`src/rtl/ir_queue.sv`:
```
// Instruction register with a DEPTH-entry prefetch queue for the SAP core.
// The head word is presented pre-split into opcode and an extended operand.
module ir_queue #(
  parameter int DATA_W   = 16,
  parameter int OPC_W    = 4,
  parameter int DEPTH    = 2,
  parameter int SIGN_EXT = 0,
  parameter int CNT_W    = $clog2(DEPTH + 1)
) (
  input  logic              clk,
  input  logic              rst,
  input  logic              ir_write,
  input  logic [DATA_W-1:0] bus,
  input  logic              ir_next,
  input  logic              flush,
  output logic [DATA_W-1:0] ir_out,
  output logic [OPC_W-1:0]  opcode,
  output logic [DATA_W-1:0] operand,
  output logic              ir_valid,
  output logic              ir_full,
  output logic [CNT_W-1:0]  ir_count,
  output logic              ovf_err
);

  localparam int PTR_W = $clog2(DEPTH);
  localparam int OPR_W = DATA_W - OPC_W;

  logic [DATA_W-1:0] mem [DEPTH];
  logic [PTR_W-1:0]  wr_ptr;
  logic [PTR_W-1:0]  rd_ptr;
  logic [CNT_W-1:0]  count;
  logic              valid;
  logic              full;
  logic              push;
  logic              pop;
  logic [DATA_W-1:0] head;
  logic [OPC_W-1:0]  ext;

  assign valid = (count != '0);
  assign full  = (count == CNT_W'(DEPTH));
  // A pop frees a slot on the same edge, so a full queue can still accept a word.
  assign push  = ir_write & (~full | ir_next);
  assign pop   = ir_next & valid;

  always_ff @(posedge clk or negedge rst) begin
    if (!rst) begin
      for (int i = 0; i < DEPTH; i++) mem[i] <= '0;
      wr_ptr  <= '0;
      rd_ptr  <= '0;
      count   <= '0;
      ovf_err <= 1'b0;
    end else if (flush) begin
      wr_ptr <= '0;
      rd_ptr <= '0;
      count  <= '0;
    end else begin
      if (push) begin
        mem[wr_ptr] <= bus;
        wr_ptr      <= wr_ptr + PTR_W'(1);
      end
      if (pop) rd_ptr <= rd_ptr + PTR_W'(1);
      if (push && !pop)      count <= count + CNT_W'(1);
      else if (pop && !push) count <= count - CNT_W'(1);
      if (ir_write && full && !ir_next) ovf_err <= 1'b1;
    end
  end

  // Stale storage stays in place after pop/flush; gating here hides it when empty.
  assign head     = valid ? mem[rd_ptr] : '0;
  assign ext      = (SIGN_EXT != 0) ? {OPC_W{head[OPR_W-1]}} : '0;
  assign ir_out   = head;
  assign opcode   = head[DATA_W-1 -: OPC_W];
  assign operand  = {ext, head[OPR_W-1:0]};
  assign ir_valid = valid;
  assign ir_full  = full;
  assign ir_count = count;

endmodule

```
`config.mk`:
```
export PLATFORM = sky130hd
export DESIGN_NAME = ir_queue
export DESIGN_NICKNAME = d
export VERILOG_FILES = /design/src/rtl/ir_queue.sv
export SDC_FILE = /design/constraint.sdc
export NUM_CORES = 1
export LEC_CHECK = 0
export CAP_MARGIN = 40
export CORE_MARGIN = 3
export CORE_UTILIZATION = 35
export DETAILED_ROUTE_END_ITERATION = 6
export SYNTH_ARGS = -nofsm -noshare
export SYNTH_HDL_FRONTEND = slang
export SYNTH_SLANG_ARGS = --single-unit
```
`constraint.sdc`:
```
create_clock -name clk -period 3.3 [get_ports clk]
set_clock_uncertainty 0.05 [all_clocks]
set_input_delay 0.495 -clock clk [delete_from_list [all_inputs] [get_ports clk]]
set_output_delay 0.495 -clock clk [all_outputs]
set_load 0.01 [all_outputs]
```
Yosys cells after proc, flatten, opt, wreduce, memory -nomap -nowiden
Index checks and enable logic that the tools add are counted.
{"block": "totals", "regBits": 37, "inputBits": 21, "output_inout_bits": 41, "elab_cells": 49}
{"block": "classes", "addsub": 4, "magnitude_cmp": 3, "n_eq_ne": 1, "n_mux": 14, "n_bitwise": 7, "n_reduce_logical": 14}
{"op": "16-bit 2-to-1 mux", "count": 5}
{"op": "32-bit bitwise mux", "count": 1}
{"op": "16-bit demux with 1-bit select", "count": 1}
{"op": "2-bit 2-to-1 mux", "count": 3}
{"op": "2-bit nonzero test", "count": 3}
{"op": "1-bit logical AND", "count": 5}
{"op": "2-bit greater-or-equal comparator, second input constant", "count": 2}
{"op": "1-bit 2-to-1 mux", "count": 4}
{"op": "1-bit inverter with 2-bit output", "count": 2}
{"op": "2-bit AND reduction", "count": 2}
{"op": "1-bit zero test", "count": 3}
{"op": "3-bit nonzero test", "count": 1}
{"op": "1-bit adder, second input constant", "count": 2}
{"op": "2-bit by 1-bit adder with 2-bit output, second input constant", "count": 1}
{"op": "1-bit bitwise AND", "count": 2}
{"op": "2-bit equality test, second input constant", "count": 1}
{"op": "2-bit by 1-bit < comparator with 1-bit output, second input constant", "count": 1}
{"op": "1-bit inverter", "count": 2}
{"op": "2-bit by 1-bit subtractor with 2-bit output, second input constant", "count": 1}
{"op": "1-bit bitwise OR", "count": 1}

Depth between registers and ports, before layout
{"block": "logic_depth", "depth_word": 9, "ltp_mapped": 6}

Least setup slack after synthesis
Ideal clock, no wire load.
{"block": "synth_timing", "path_kind": "register to output", "start": "reg count[0], in the netlist ir_count[0]", "end": "out operand[10]", "arrival_time_ns": 1.468, "path_slack_ns": 1.287, "path_stages_with_launch": 6, "path_cell_list": "dfrtp_1 -> buf_2 -> nor2_1 -> clkbuf_1 -> nor2_1 -> buf_4"}
{"block": "synth_via", "elab_chain_cells": 2}
{"element": "start: declaration", "line_no": "31", "source": "logic [CNT_W-1:0] count;"}
{"element": "start signal: assignment", "line_no": "62", "source": "if (push && !pop) count <= count + CNT_W'(1);"}
{"element": "start signal: assignment", "line_no": "63", "source": "else if (pop && !push) count <= count - CNT_W'(1);"}
{"element": "2-bit nonzero test", "line_no": "39", "source": "assign valid = (count != '0);"}
{"element": "16-bit 2-to-1 mux", "line_no": "69", "source": "assign head = valid ? mem[rd_ptr] : '0;"}
{"element": "end: declaration", "line_no": "18", "source": "output logic [DATA_W-1:0] operand,"}
No other way between the ends.

Worst setup path after layout
{"block": "layout_timing", "start": "reg count[1], in the netlist ir_count[1]", "end": "out ir_out[1]"}
{"block": "layout_via", "elab_chain_cells": 2}
{"element": "2-bit nonzero test", "line_no": "39"}
{"element": "16-bit 2-to-1 mux", "line_no": "69"}
{"element": "end: declaration", "line_no": "16", "source": "output logic [DATA_W-1:0] ir_out,"}
No other way between the ends.

==> flow_summary.toml <==
[synthesis]
synth_ff_type = "dfrtp_1"
async_flop_share_pct = 100
synth_cell_types = 25
synth_edf_count = 0
syn_inst = 156
synth_area_per_cell_um2 = 12.4
ys_seq_area_share_pct = 47.9
yosysWarnings = 0
synth_area_um2 = 1930
synth_area_leader_cell = "dfrtp_1"
synth_top_area_share_pct = 47.9
ys_top_cells_by_count = "dfrtp_1, mux2_2, buf_4"
synth_area_leaders = "dfrtp_1, mux2_2, mux2i_1"
yosysMostFrequentCell = "dfrtp_1"
ys_ff_latch = 37

[run]
max-cap-violations = 0

[final_layout]
fin_nets = 218
syn_to_final_growth_pct = 28.8
drive_gt1_share_pct = 23.2
utilization_pct = 47.5
num_antenna_cells = 0
fin_cells = 268

[drt]
ant_nets = 0
drt_pass1_iterations = 4
drt_iter0_drc = 86
drc = 0
vias = 1221
via_per_inst = 4.56
wl_per_cell_um = 14.4
routed_wl_um = 3860

[die]
start_util_pct = 36.9
fp.dieH_um = 80.3
num_io_pins = 62
fp-row-count = 26
die_w_um = 80.3
core_um2 = 5240
dieArea_um2 = 6450

[sta]
relSlewSlack_pct = 46.1
tightest_slew_ns = 0.809
slew_viol_final = 0
setup_slack_ns = 0.624
fin_crit_ns = 2.68
finalSetupViolations = 0
timing.fmax_ghz = 0.374
rsz0062_at_grt = "false"
hold_violations = 0
fin_crit_sh_pct = 81.1
fin_setup_tns_ns = 0

[pwr]
p_per_area_nw_per_um2 = 527
ir_worst_vdd_mv = 0.255
p_leak_uw = 0.00104
p_total_uw = 1310

[setup_path]
critPathRequiredTime_ns = 2.75
worstSetupPathType = "reg -> out"
worstSetupEndpointType = "output port"
worst-path-max-fanout = 10
crit_arrival_ns = 2.13
startpoint_type = "register"

[global_route]
globalRouteTotalUtil_pct = 12.9
antenna_found_initial = 0
grt_pass1_vias = 1295
grt_max_degree = 38
grt_pass1_wl_um = 6310
grt_overflow = 0

[outcome]
status = "completed"

[worst_hold_path]
hold_path_class = "in -> async"

[clock_network]
cts-resized-gates = 0
post-cts-setup-buffer-count = 0
clkSlewWorstSetupHoldPaths_ns = 0.07
holdBufCountCts = 0
clockBufferDepth = 2
cts_buffers = 5
cts_root_buf = "clkbuf_8"
cts_sinks = 37
htreeDepth = 2
cts_tree = "done"
clock_latency_ns = 0.28

[placed_design]
place_ws_ns = 0.662
port_buffers = 57
dp_cells = 260
gp_congestion = 0.685
dp_hpwl_um = 2840
-- critical path: stages (launching register included) --
cell	delay, ns
dfrtp_1	0.48
nor2_1	0.51
buf_4	0.29
nor2_1	0.08
clkdlybuf4s50_1	0.49
-- power breakdown --
part	internal, µW	switching [µW]
combinational	245	146
clock	146	156
sequential	557	61.2
total	948	363
-- cell type report --
class,instances,area [µm²]
Clock buffer,6,72.6
Clock inverter,2,10.0
Fill cell,479,2750
Inverter,2,7.51
Multi-Input combinational cell,91,790
Sequential cell,37,926
Tap cell,70,87.6
Timing Repair Buffer,60,596
-- per-stage QoR --
step / hold slack, ns / instance area, µm²
after global routing: 0.308 / 2490
after floorplan: 0.149 / 1940
final: 0.253 / 2490
after global placement: 0.421 / 2390
after detailed placement: 0.439 / 2410
after CTS: 0.278 / 2490
-- kinds of logic after synthesis --
| kind of cell | Yosys count | synth area share [%] |
|---|---|---|
| AOI/OAI and AO/OA | 7 | 2.14 |
| xor gates and xnor gates | 2 | 0.907 |
| buffers and inverters | 31 | 11.8 |
| DFF | 37 | 47.9 |
| muxes | 49 | 29.2 |
| other | 1 | 0.194 |
| and+or+nand+nor | 29 | 7.84 |
-- registers in the layout (all words and copies together) (netlist names) --
register  cells
mem          32
ir_count      2
ovf_err       1
rd_ptr        1
wr_ptr        1
-- metal layers --
metal | GRT usage (%) | wire, µm | vias to the layer above
met5 | 0 | 0 | -
met2 | 22.2 | 1990 | 36
met4 | 3.55 | 31 | 0
li1 | - | - | 584
met1 | 15.5 | 1640 | 597
met3 | 3.81 | 187 | 4
-- layout by cell type (no fill, tap or decap) --
cell type | Yosys | final
o21ai_0 | 2 | 2
clkdlybuf4s50_1 | 0 | 56
nand2b_1 | 1 | 1
or4b_1 | 1 | 1
and2b_1 | 1 | 1
mux2i_1 | 17 | 17
o21a_1 | 1 | 1
buf_2 | 4 | 1
clkbuf_1 | 2 | 1
a21oi_1 | 3 | 3
dfrtp_1 | 37 | 37
buf_4 | 20 | 2
conb_1 | 1 | 4
mux2_2 | 23 | 23
inv_1 | 2 | 2
nor3b_4 | 1 | 1
and4bb_2 | 1 | 1
a31o_2 | 1 | 1
clkinv_2 | 0 | 2
xor2_1 | 2 | 2
nor2b_1 | 2 | 2
nor2_1 | 19 | 19
buf_8 | 0 | 1
nand2_1 | 2 | 2
nor3_1 | 1 | 1
mux2_4 | 9 | 9
clkbuf_8 | 0 | 5
-- worst paths after layout --
check                       endpoint  slack, ns  depth (start not counted)        start
max                        ir_out[1]       0.62                          4  ir_count[1]
min                           mem[3]       0.25                          1          rst
max reg2reg                  mem[23]       1.18                          4  ir_count[1]
min reg2reg                  ovf_err       0.44                          1      ovf_err
max in group asynchronous    mem[18]       2.44                          1          rst
min in group clk             ovf_err       0.44                          1      ovf_err
No activity file was read; power rests on OpenSTA's default activity.
